==> src/rtl/seg7_pkg.sv <==
// Shared constants and types for the multiplexed seven-segment clock display.
// Segment patterns are active-low, bit 0 = segment a through bit 6 = segment g.
package seg7_pkg;

  localparam int unsigned NUM_DIGITS = 6;
  localparam int unsigned IDX_W      = 3;
  localparam int unsigned SEG_W      = 7;
  localparam int unsigned NIB_W      = 4;

  localparam logic [IDX_W-1:0] IDX_HOUR_T = 3'd0;
  localparam logic [IDX_W-1:0] IDX_HOUR_U = 3'd1;
  localparam logic [IDX_W-1:0] IDX_MIN_T  = 3'd2;
  localparam logic [IDX_W-1:0] IDX_MIN_U  = 3'd3;
  localparam logic [IDX_W-1:0] IDX_SEC_T  = 3'd4;
  localparam logic [IDX_W-1:0] IDX_SEC_U  = 3'd5;

  localparam logic [SEG_W-1:0] SEG_0     = 7'h40;
  localparam logic [SEG_W-1:0] SEG_1     = 7'h79;
  localparam logic [SEG_W-1:0] SEG_2     = 7'h24;
  localparam logic [SEG_W-1:0] SEG_3     = 7'h30;
  localparam logic [SEG_W-1:0] SEG_4     = 7'h19;
  localparam logic [SEG_W-1:0] SEG_5     = 7'h12;
  localparam logic [SEG_W-1:0] SEG_6     = 7'h02;
  localparam logic [SEG_W-1:0] SEG_7     = 7'h78;
  localparam logic [SEG_W-1:0] SEG_8     = 7'h00;
  localparam logic [SEG_W-1:0] SEG_9     = 7'h10;
  localparam logic [SEG_W-1:0] SEG_DASH  = 7'h3F;
  localparam logic [SEG_W-1:0] SEG_BLANK = 7'h7F;

  // Full output words with the decimal point in bit 7.
  localparam logic [SEG_W:0]        SEG_OFF = {1'b1, SEG_BLANK};
  localparam logic [NUM_DIGITS-1:0] DIG_OFF = 6'h3F;

  typedef struct packed {
    logic [7:0] hour;
    logic [7:0] min;
    logic [7:0] sec;
  } time_bcd_t;

  // Decimal point separates HH.MM.SS, so it follows the hour and minute units.
  function automatic logic dp_lit(input logic [IDX_W-1:0] idx);
    return (idx == IDX_HOUR_U) || (idx == IDX_MIN_U);
  endfunction

  function automatic logic [NIB_W-1:0] nibble_sel(input time_bcd_t t,
                                                  input logic [IDX_W-1:0] idx);
    logic [NIB_W-1:0] nib;
    nib = t.sec[3:0];
    case (idx)
      IDX_HOUR_T: nib = t.hour[7:4];
      IDX_HOUR_U: nib = t.hour[3:0];
      IDX_MIN_T:  nib = t.min[7:4];
      IDX_MIN_U:  nib = t.min[3:0];
      IDX_SEC_T:  nib = t.sec[7:4];
      IDX_SEC_U:  nib = t.sec[3:0];
      default:    nib = t.sec[3:0];
    endcase
    return nib;
  endfunction

endpackage

==> src/rtl/seg7_decode.sv <==
// BCD nibble to active-low seven-segment pattern; non-decimal codes show a dash.
module seg7_decode
  import seg7_pkg::*;
(
  input  logic [NIB_W-1:0] nibble_i,
  output logic [SEG_W-1:0] pattern_c_o
);

  always_comb begin
    pattern_c_o = SEG_DASH;
    case (nibble_i)
      4'd0:    pattern_c_o = SEG_0;
      4'd1:    pattern_c_o = SEG_1;
      4'd2:    pattern_c_o = SEG_2;
      4'd3:    pattern_c_o = SEG_3;
      4'd4:    pattern_c_o = SEG_4;
      4'd5:    pattern_c_o = SEG_5;
      4'd6:    pattern_c_o = SEG_6;
      4'd7:    pattern_c_o = SEG_7;
      4'd8:    pattern_c_o = SEG_8;
      4'd9:    pattern_c_o = SEG_9;
      default: pattern_c_o = SEG_DASH;
    endcase
  end

endmodule

==> src/rtl/seg7_scan.sv <==
// Six-digit HH.MM.SS multiplexed display driver with per-slot anti-ghost
// blanking, frame-coherent time snapshot and per-field blinking.
module seg7_scan
  import seg7_pkg::*;
#(
  parameter int unsigned SCAN_DIV     = 50000,
  parameter int unsigned BLANK_CYC    = 4,
  parameter int unsigned BLINK_FRAMES = 64
) (
  input  logic                  clk,
  input  logic                  rst_n,
  input  logic [7:0]            hour_bcd,
  input  logic [7:0]            min_bcd,
  input  logic [7:0]            sec_bcd,
  input  logic [2:0]            blink_mask,
  output logic [SEG_W:0]        seg,
  output logic [NUM_DIGITS-1:0] dig_sel
);

  localparam int unsigned PRE_W = (SCAN_DIV > 1) ? $clog2(SCAN_DIV) : 1;
  localparam int unsigned FRM_W = (BLINK_FRAMES > 1) ? $clog2(BLINK_FRAMES) : 1;

  localparam logic [PRE_W-1:0] PRE_LAST  = PRE_W'(SCAN_DIV - 1);
  localparam logic [PRE_W-1:0] PRE_BLANK = PRE_W'(BLANK_CYC);
  localparam logic [FRM_W-1:0] FRM_LAST  = FRM_W'(BLINK_FRAMES - 1);
  localparam logic [IDX_W-1:0] IDX_LAST  = IDX_W'(NUM_DIGITS - 1);

  logic [PRE_W-1:0]      presc_q, presc_d;
  logic [IDX_W-1:0]      idx_q, idx_d;
  time_bcd_t             snap_q, snap_d;
  logic [FRM_W-1:0]      frm_q, frm_d;
  logic                  blink_q, blink_d;
  logic [SEG_W:0]        seg_q, seg_d;
  logic [NUM_DIGITS-1:0] dig_q, dig_d;

  logic                  slot_tick;
  logic                  frame_tick;
  logic                  field_blink;
  logic [NIB_W-1:0]      cur_nib;
  logic [SEG_W-1:0]      cur_pat;

  assign cur_nib = nibble_sel(snap_q, idx_q);

  seg7_decode u_decode (
    .nibble_i    (cur_nib),
    .pattern_c_o (cur_pat)
  );

  // Scan timing: prescaler, digit index, snapshot on frame wrap, blink phase.
  always_comb begin
    presc_d    = presc_q + PRE_W'(1);
    idx_d      = idx_q;
    snap_d     = snap_q;
    frm_d      = frm_q;
    blink_d    = blink_q;
    slot_tick  = (presc_q == PRE_LAST);
    frame_tick = slot_tick && (idx_q == IDX_LAST);

    if (slot_tick) begin
      presc_d = '0;
      idx_d   = (idx_q == IDX_LAST) ? '0 : idx_q + IDX_W'(1);
    end

    if (frame_tick) begin
      snap_d = '{hour: hour_bcd, min: min_bcd, sec: sec_bcd};
      if (frm_q == FRM_LAST) begin
        frm_d   = '0;
        blink_d = ~blink_q;
      end else begin
        frm_d = frm_q + FRM_W'(1);
      end
    end
  end

  // Blink mask is sampled live so a field can start blinking mid-frame.
  always_comb begin
    field_blink = blink_mask[0];
    case (idx_q)
      IDX_HOUR_T, IDX_HOUR_U: field_blink = blink_mask[2];
      IDX_MIN_T,  IDX_MIN_U:  field_blink = blink_mask[1];
      default:                field_blink = blink_mask[0];
    endcase
  end

  always_comb begin
    seg_d = SEG_OFF;
    dig_d = DIG_OFF;
    if (presc_q >= PRE_BLANK) begin
      dig_d = ~(NUM_DIGITS'(1) << idx_q);
      if (!(blink_q && field_blink)) begin
        seg_d = {~dp_lit(idx_q), cur_pat};
      end
    end
  end

  always_ff @(posedge clk or negedge rst_n) begin
    if (!rst_n) begin
      presc_q <= '0;
      idx_q   <= '0;
      snap_q  <= '0;
      frm_q   <= '0;
      blink_q <= 1'b0;
      seg_q   <= SEG_OFF;
      dig_q   <= DIG_OFF;
    end else begin
      presc_q <= presc_d;
      idx_q   <= idx_d;
      snap_q  <= snap_d;
      frm_q   <= frm_d;
      blink_q <= blink_d;
      seg_q   <= seg_d;
      dig_q   <= dig_d;
    end
  end

  assign seg     = seg_q;
  assign dig_sel = dig_q;

endmodule

==> config.mk <==
export PLATFORM = sky130hd
export DESIGN_NAME = seg7_scan
export DESIGN_NICKNAME = d
export VERILOG_FILES = /design/src/rtl/seg7_pkg.sv /design/src/rtl/seg7_decode.sv /design/src/rtl/seg7_scan.sv
export SDC_FILE = /design/constraint.sdc
export NUM_CORES = 1
export LEC_CHECK = 0
export CAP_MARGIN = 10
export CORE_MARGIN = 2
export CORE_UTILIZATION = 40
export CTS_CLUSTER_SIZE = 24
export DETAILED_ROUTE_END_ITERATION = 10
export PLACE_DENSITY_LB_ADDON = 0.1
export SYNTH_ARGS = -nofsm -noshare
export SYNTH_HDL_FRONTEND = slang
export SYNTH_HIERARCHICAL = 1
export SYNTH_SLANG_ARGS = --single-unit
==> constraint.sdc <==
create_clock -name clk -period 3.7 [get_ports clk]
set_clock_uncertainty 0.05 [all_clocks]
set_input_delay 0.74 -clock clk [delete_from_list [all_inputs] [get_ports clk]]
set_output_delay 0.74 -clock clk [all_outputs]
set_load 0.02 [all_outputs]
==> reports/metrics.csv, run 1 <==
stage,metric,value,unit
run_status,run_status,"complete, no violations",
layout,drive_above_1_share,0.195,
logic_synthesis,synthCells,292,
logic_synthesis,synth_ff_type,dfrtp_1,
logic_synthesis,ys_types,50,
setup_path,required,3.93,ns
sta,finalHoldViolCount,0,
place,placed_area,3740,sq um
clock_network,post_cts_buffers,0,
drt,avgViaCountPerCell,5.20,
sta,finalCriticalPeriod,2.97,ns
clock_network,cts_resized,0,
layout,fill_cells,709,
logic_synthesis,ys_warn_count,6,
global_route,met3_usage,0.0578,
floorplanning,rows,32,
power,power.total,1540,uW
logic_synthesis,netlist_area,3260,sq um
drt,drc,0,
place,port_buffers,42,
logic_synthesis,synth_fp_nets,330,
power,p_int,1210,uW
power,p_comb_frac,0.076,
logic_synthesis,synth_edf_count,0,
clock_network,cts-htree-levels,3,
power,power_frac_seq,0.478,
power,clock_power_share,0.446,
sta,setup_tns,0,ns
floorplanning,core,7810,sq um
sta,tightestPinTransition,0.881,ns
clock_network,clock_path_buffers,2,
sta,min_period_over_period,0.803,
global_route,antenna_found_initial,0,
floorplanning,ios,43,
power,power.share.switching,0.215,
logic_synthesis,async_flop_share,1.00,
job,maxCapViolations,0,
setup_path,end_kind,register,
setup_path,arrival,3.20,ns
clock_network,cts_root_buf,clkbuf_8,
logic_synthesis,synth_common_cells,"dfrtp_1, nand2_1, nor2_1, mux2_4, dfstp_2",
clock_network,cts.sinks,64,
setup_path,crit_fanout,20,
place,hpwlAfterDp,4590,microns
global_route,grt_use_met2,0.249,
drt,via_count,2286,
floorplanning,die-width,94.3,microns
power,power_density,387,nW/um^2
global_route,grt_usage,0.167,
sta,fmax,0.337,GHz
global_route,grt_pass1_vias,2247,
global_route,grt.busiest_layer,met2,
logic_synthesis,yosysTopAreaCell,dfrtp_1,
logic_synthesis,synth_most_common_cell,dfrtp_1,
floorplanning,fp.dieH,94.3,microns
drt,final_antenna_net_count,0,
drt,routed_wl,6670,microns
floorplanning,dieArea,8890,sq um
clock_network,cts_buffers,9,
global_route,use_met1,0.227,
drt,wire_per_inst,15.1,microns
sta,setup_viol,0,
place,dpl.cell_count,424,
setup_path,worstSetupPathType,reg -> reg,
logic_synthesis,ys_seq_area_frac,0.496,
global_route,grt_pass1_wl,11400,microns
clock_network,cts_hold_buffers,0,
drt,first_pass_iters,4,
setup_path,startpoint_type,register,
layout,final_cell_count_no_fill,440,
power,power_leakage,0.00176,uW
power,switchingPower,330,uW
layout,final-seq-area,1620,sq um
layout,antennaDiodeCount,0,
layout,area_growth,21.6,%
layout,multi_input_area,1540,sq um
worst_hold_path,hp-class,in -> async,
place,place.gp.congestion,0.814,
logic_synthesis,synth_area_leaders,"dfrtp_1, dfstp_2, mux2_4, ha_1, nand2_1",
sta,rsz0062_at_grt,false,
clock_network,clk_pin_slew,0.07,ns
global_route,globalRouteOverflowTotal,0,
global_route,grt_max_degree,41,
floorplanning,start_util,0.418,
clock_network,clock_latency,0.34,ns
sta,maxSlewHeadroom,0.410,
logic_synthesis,ys_ff_latch,64,
power,peakVddDrop,0.305,mV
clock_network,cts_tree,done,
drt,drt-initial-drc-count,98,
sta,slew_violations,0,
layout,layout.nets,371,
logic_synthesis,syn_area_per_cell,11.2,sq um
logic_synthesis,synth_top_area_frac,0.384,
layout,final_area,3970,sq um
## placed cells by master (no fill, tap or decap), types with 2 or more instances in the layout
master / count
and3b_1: 3
clkbuf_8: 11
or4_1: 2
xnor2_1: 6
dfrtp_1: 50
a21o_1: 3
o41ai_1: 2
nand4_1: 7
or3_1: 3
ha_1: 9
clkinv_2: 2
nor2b_1: 2
nand3b_1: 3
nand3_1: 9
nor4_1: 3
o21ai_0: 6
a31oi_1: 3
nor2_1: 25
nor3b_1: 2
o31ai_1: 4
clkdlybuf4s50_1: 41
mux2i_1: 5
mux2_2: 6
nand2b_1: 3
xor2_1: 10
mux2_4: 20
nand2_1: 27
bufinv_16: 2
a222oi_1: 4
and3_1: 3
o22ai_1: 2
o21ai_1: 2
dfstp_2: 14
inv_1: 8
a21oi_1: 13
nor3_1: 6
## logic make-up (layout without fill, tap and decap cells)
kind of cell	Yosys count	in the layout	share of synthesized area
XOR/XNOR	16	16	0.0430
multiplexers	31	31	0.128
flip-flops	64	64	0.496
AND/OR/NAND/NOR	110	110	0.185
buffers and inverters	21	67	0.0322
AO/OA/AOI/OAI	41	41	0.0809
adder cells (fa/ha/maj)	9	9	0.0345
## power groups by stage
stage,registers [uW],logic (uW),clock network (uW)
finish,734,117,685
global route,736,130,747
CTS,734,119,710
detailed placement,747,118,0
global placement,748,118,0
floorplan,753,46.2,0
## path summary, 6_finish.rpt
kind,startpoint,end,slack (ns),cells after the start
worst min-delay path,rst_n,snap_q[5],0.32,1
worst min register to register,blink_q,blink_q,0.42,1
worst max-delay path,idx_q[0],seg[4],0.73,11
min in group clk,blink_q,blink_q,0.42,1
worst max register to register,idx_q[0],seg[4],0.73,11
max in group asynchronous,rst_n,dig_sel[5],2.35,2
## layer usage
| metal | share of wire | wire, microns | up-vias |
|---|---|---|---|
| li1 | - | - | 1121 |
| met1 | 0.47 | 3130 | 1120 |
| met2 | 0.48 | 3210 | 41 |
| met3 | 0.042 | 280 | 4 |
| met4 | 0.0077 | 51 | 0 |
| met5 | 0 | 0 | - |
## state kept, by name (all words and copies together) (netlist names)
| signal | count |
|---|---|
| dig_sel | 6 |
| frm_q | 6 |
| idx_q | 3 |
| snap_q | 24 |
| seg | 8 |
| blink_q | 1 |
| presc_q | 16 |
## metrics by stage
step,utilization,hold WS (ns),worst slack [ns]
floorplan,-,0.388,0.835
global placement,0.479,0.409,0.869
detailed placement,0.479,0.412,0.761
CTS,0.508,0.324,0.740
global route,0.508,0.333,0.401
finish,0.508,0.321,0.729
## final cells by class
class	instances	area share
Tap cell	102	0.0322
Inverter	8	0.00757
Multi-Input combinational cell	207	0.388
Timing Repair Buffer	43	0.107
Clock inverter	5	0.0199
Sequential cell	64	0.408
Clock buffer	11	0.0382
## worst max-delay path: stages, from the launching register on
cell     delay [ns]
dfrtp_1        0.70
and2_1         0.21
ha_1           0.31
a21o_1         0.25
nor2_1         0.07
a21oi_1        0.42
inv_1          0.16
ha_1           0.23
or2b_1         0.22
a31oi_1        0.15
nor2_1         0.06
nand2_1        0.07
Note: power is estimated with default switching activity, not from simulation.
==> inputs of run 2 (changes only) <==
Clock period 3.7 ns to 2.9 ns, I/O delays scaled along.
==> reports/metrics.csv, run 2 (synthesized netlist as in run 1, its figures left out) <==
stage,metric,value,unit,change
run_status,run_status,"complete, no violations",,
drt,wl_met2,3060,microns,-4.6%
layout,largest_register,snap_q,,
setup_path,cp-endpoint,seg[3],,
power,power_frac_seq,0.483,,+0.005
sta,maxSlewHeadroom,0.542,,+0.132
drt,final_antenna_net_count,0,,unchanged
setup_path,end_kind,register,,
drt,first_pass_iters,6,,+2
power,power_density,480,nW/um^2,+24%
sta,finalCriticalPeriod,2.68,ns,-0.294 ns
sta,tightestPinTransition,0.686,ns,-0.195 ns
sta,setup_viol,0,,unchanged
power,p_int,1500,uW,+24%
floorplanning,rows,32,,unchanged
place,hpwlAfterDp,4680,microns,+2.0%
power,power.share.switching,0.227,,+0.0122
drt,met3_length,331,microns,+18%
setup_path,critPathMaxStageDelay,0.55,ns,-0.15 ns
sta,fmax,0.374,GHz,+11%
drt,routed_wl,6610,microns,-0.84%
job,maxCapViolations,0,,unchanged
drt,drc,0,,unchanged
power,switchingPower,440,uW,+33%
clock_network,clk_pin_slew,0.07,ns,about the same
drt,maxUsedRoutingLayer,met4,,
power,p_comb_frac,0.080,,+0.004
setup_path,startpoint_type,register,,
layout,drive_above_1_share,0.217,,+0.0215
worst_hold_path,hp-class,in -> async,,
clock_network,cts_buffers,9,,unchanged
setup_path,rr_endpoint,seg[3],,
setup_path,r2r-start,idx_q[0],,
floorplanning,core,7810,sq um,unchanged
layout,final_cell_mix,"dfrtp_1, clkdlybuf4s50_1, nand2_1, nor2_1, mux2_4",,
sta,rsz0062_at_grt,false,,
layout,multi_input_area,1540,sq um,+0.33%
drt,drt-initial-drc-count,132,,+35%
setup_path,crit_fanout,12,,-40%
setup_path,arrival,2.91,ns,-0.29 ns
layout,area_growth,23.7,%,
place,port_buffers,42,,unchanged
power,power_leakage,0.00179,uW,+1.6%
floorplanning,fp.dieH,94.3,microns,unchanged
layout,final_common_cell,dfrtp_1,,
drt,via_count,2276,,-0.44%
layout,largest_reg_flops,24,,unchanged
global_route,grt_max_degree,37,,-9.8%
drt,wl_met1,3150,microns,+0.80%
drt,avgViaCountPerCell,5.08,,-2.2%
layout,final-seq-area,1620,sq um,unchanged
sta,setup_tns,0,ns,unchanged
global_route,globalRouteOverflowTotal,0,,unchanged
place,placed_area,3810,sq um,+1.9%
layout,antennaDiodeCount,0,,unchanged
place,place.gp.congestion,0.821,,+0.86%
setup_path,worstSetupPathType,reg -> reg,,
global_route,grt_usage,0.165,,-0.00133
global_route,antenna_found_initial,0,,unchanged
sta,whs,0.216,ns,-0.105 ns
clock_network,cts.sinks,64,,unchanged
clock_network,cts_root_buf,clkbuf_8,,
drt,wire_per_inst,14.8,microns,-2.6%
floorplanning,start_util,0.418,,unchanged
clock_network,cts-htree-levels,3,,unchanged
layout,fill_cells,723,,+2.0%
floorplanning,die-width,94.3,microns,unchanged
setup_path,worstSetupStartpoint,idx_q[0],,
setup_path,reg2reg_depth,11,,unchanged
setup_path,required,3.14,ns,-0.79 ns
layout,final_area,4040,sq um,+1.7%
floorplanning,dieArea,8890,sq um,unchanged
setup_path,rrSetupSlack,0.22,ns,-0.51 ns
global_route,grt_pass1_vias,2268,,+0.93%
setup_path,cp_cell_sequence,and2_1 > ha_1 > a21o_1 > nor2_1 > a21oi_1 > inv_1 > ha_1 > and3b_1 > a21oi_1 > nor2_1 > nand2_1,,
power,clock_power_share,0.436,,-0.010
clock_network,clock_path_buffers,2,,unchanged
clock_network,cts_hold_buffers,0,,unchanged
floorplanning,ios,43,,unchanged
sta,min_period_over_period,0.923,,+0.120
setup_path,slowest_stage,dfrtp_1,,
layout,layout.nets,379,,+2.2%
global_route,grt_pass1_wl,11200,microns,-1.5%
sta,slew_violations,0,,unchanged
sta,finalHoldViolCount,0,,unchanged
clock_network,cts_tree,done,,
power,peakVddDrop,0.237,mV,-22%
clock_network,clock_latency,0.35,ns,about the same
==> run 2: changes by cell type in the layout (fill, tap and decap cells not counted) <==
| cell | before | now |
|---|---|---|
| nor3_2 | 1 | 2 |
| clkbuf_8 | 11 | 9 |
| nor3_1 | 6 | 5 |
| buf_4 | 1 | 8 |
| clkinvlp_4 | 0 | 3 |
| clkinv_2 | 2 | 1 |
| buf_12 | 0 | 1 |
==> run 2: what timing repair did <==
| action | CTS | global route |
|---|---|---|
| buffers inserted | 0 | 0 |
| gates resized for setup | 0 | 1 |
| setup endpoints to repair | 0 | 5 |
| endpoints found under the hold margin | 0 | 0 |
==> run 2: routing by layer <==
layer / vias to the layer above / track usage
li1: 1131 / -
met4: 0 / 0.0471
met3: 6 / 0.0570
met2: 46 / 0.257
met1: 1093 / 0.219
met5: - / 0
==> run 2: how the worst min path moves through the flow <==
stage / startpoint / end / slack [ns] / cells past startpoint
floorplan: rst_n / blink_q / 0.23 / 0
global placement: blink_q / blink_q / 0.41 / 1
detailed placement: blink_q / blink_q / 0.41 / 1
CTS: rst_n / snap_q[5] / 0.24 / 1
global route: rst_n / snap_q[22] / 0.25 / 1
finish: rst_n / snap_q[5] / 0.22 / 1
==> run 2: critical path, delay by kind of cell, from the launching register on <==
| kind | cells | cell delay, ns |
|---|---|---|
| adders and majority gates | 2 | 0.67 |
| buffers and inverters | 1 | 0.14 |
| DFF | 1 | 0.55 |
| AOI/OAI and AO/OA | 3 | 0.66 |
| and+or+nand+nor | 5 | 0.54 |
==> run 2: layout make-up <==
cell class	instances	share of cell area
Timing Repair Buffer	51	0.123
Clock buffer	9	0.0307
Inverter	8	0.00744
Multi-Input combinational cell	207	0.382
Sequential cell	64	0.401
Tap cell	102	0.0316
Clock inverter	7	0.0239
==> run 2: stage by stage <==
stage	util	worst slack (ns)	cells	power, uW
global route	0.517	0.0226	448	2020
finish	0.517	0.223	448	1940
CTS	0.516	0.227	448	1970
detailed placement	0.488	0.248	432	1110
global placement	0.488	0.329	432	1110
floorplan	-	0.0353	292	1020
==> run 2: power by group through the flow <==
stage / Combinational [uW] / Clock [uW] / Sequential [uW]
after floorplan: 59.0 / 0 / 961
after global placement: 157 / 0 / 952
after detailed placement: 158 / 0 / 952
after CTS: 159 / 878 / 936
after global routing: 171 / 910 / 938
final: 156 / 844 / 936
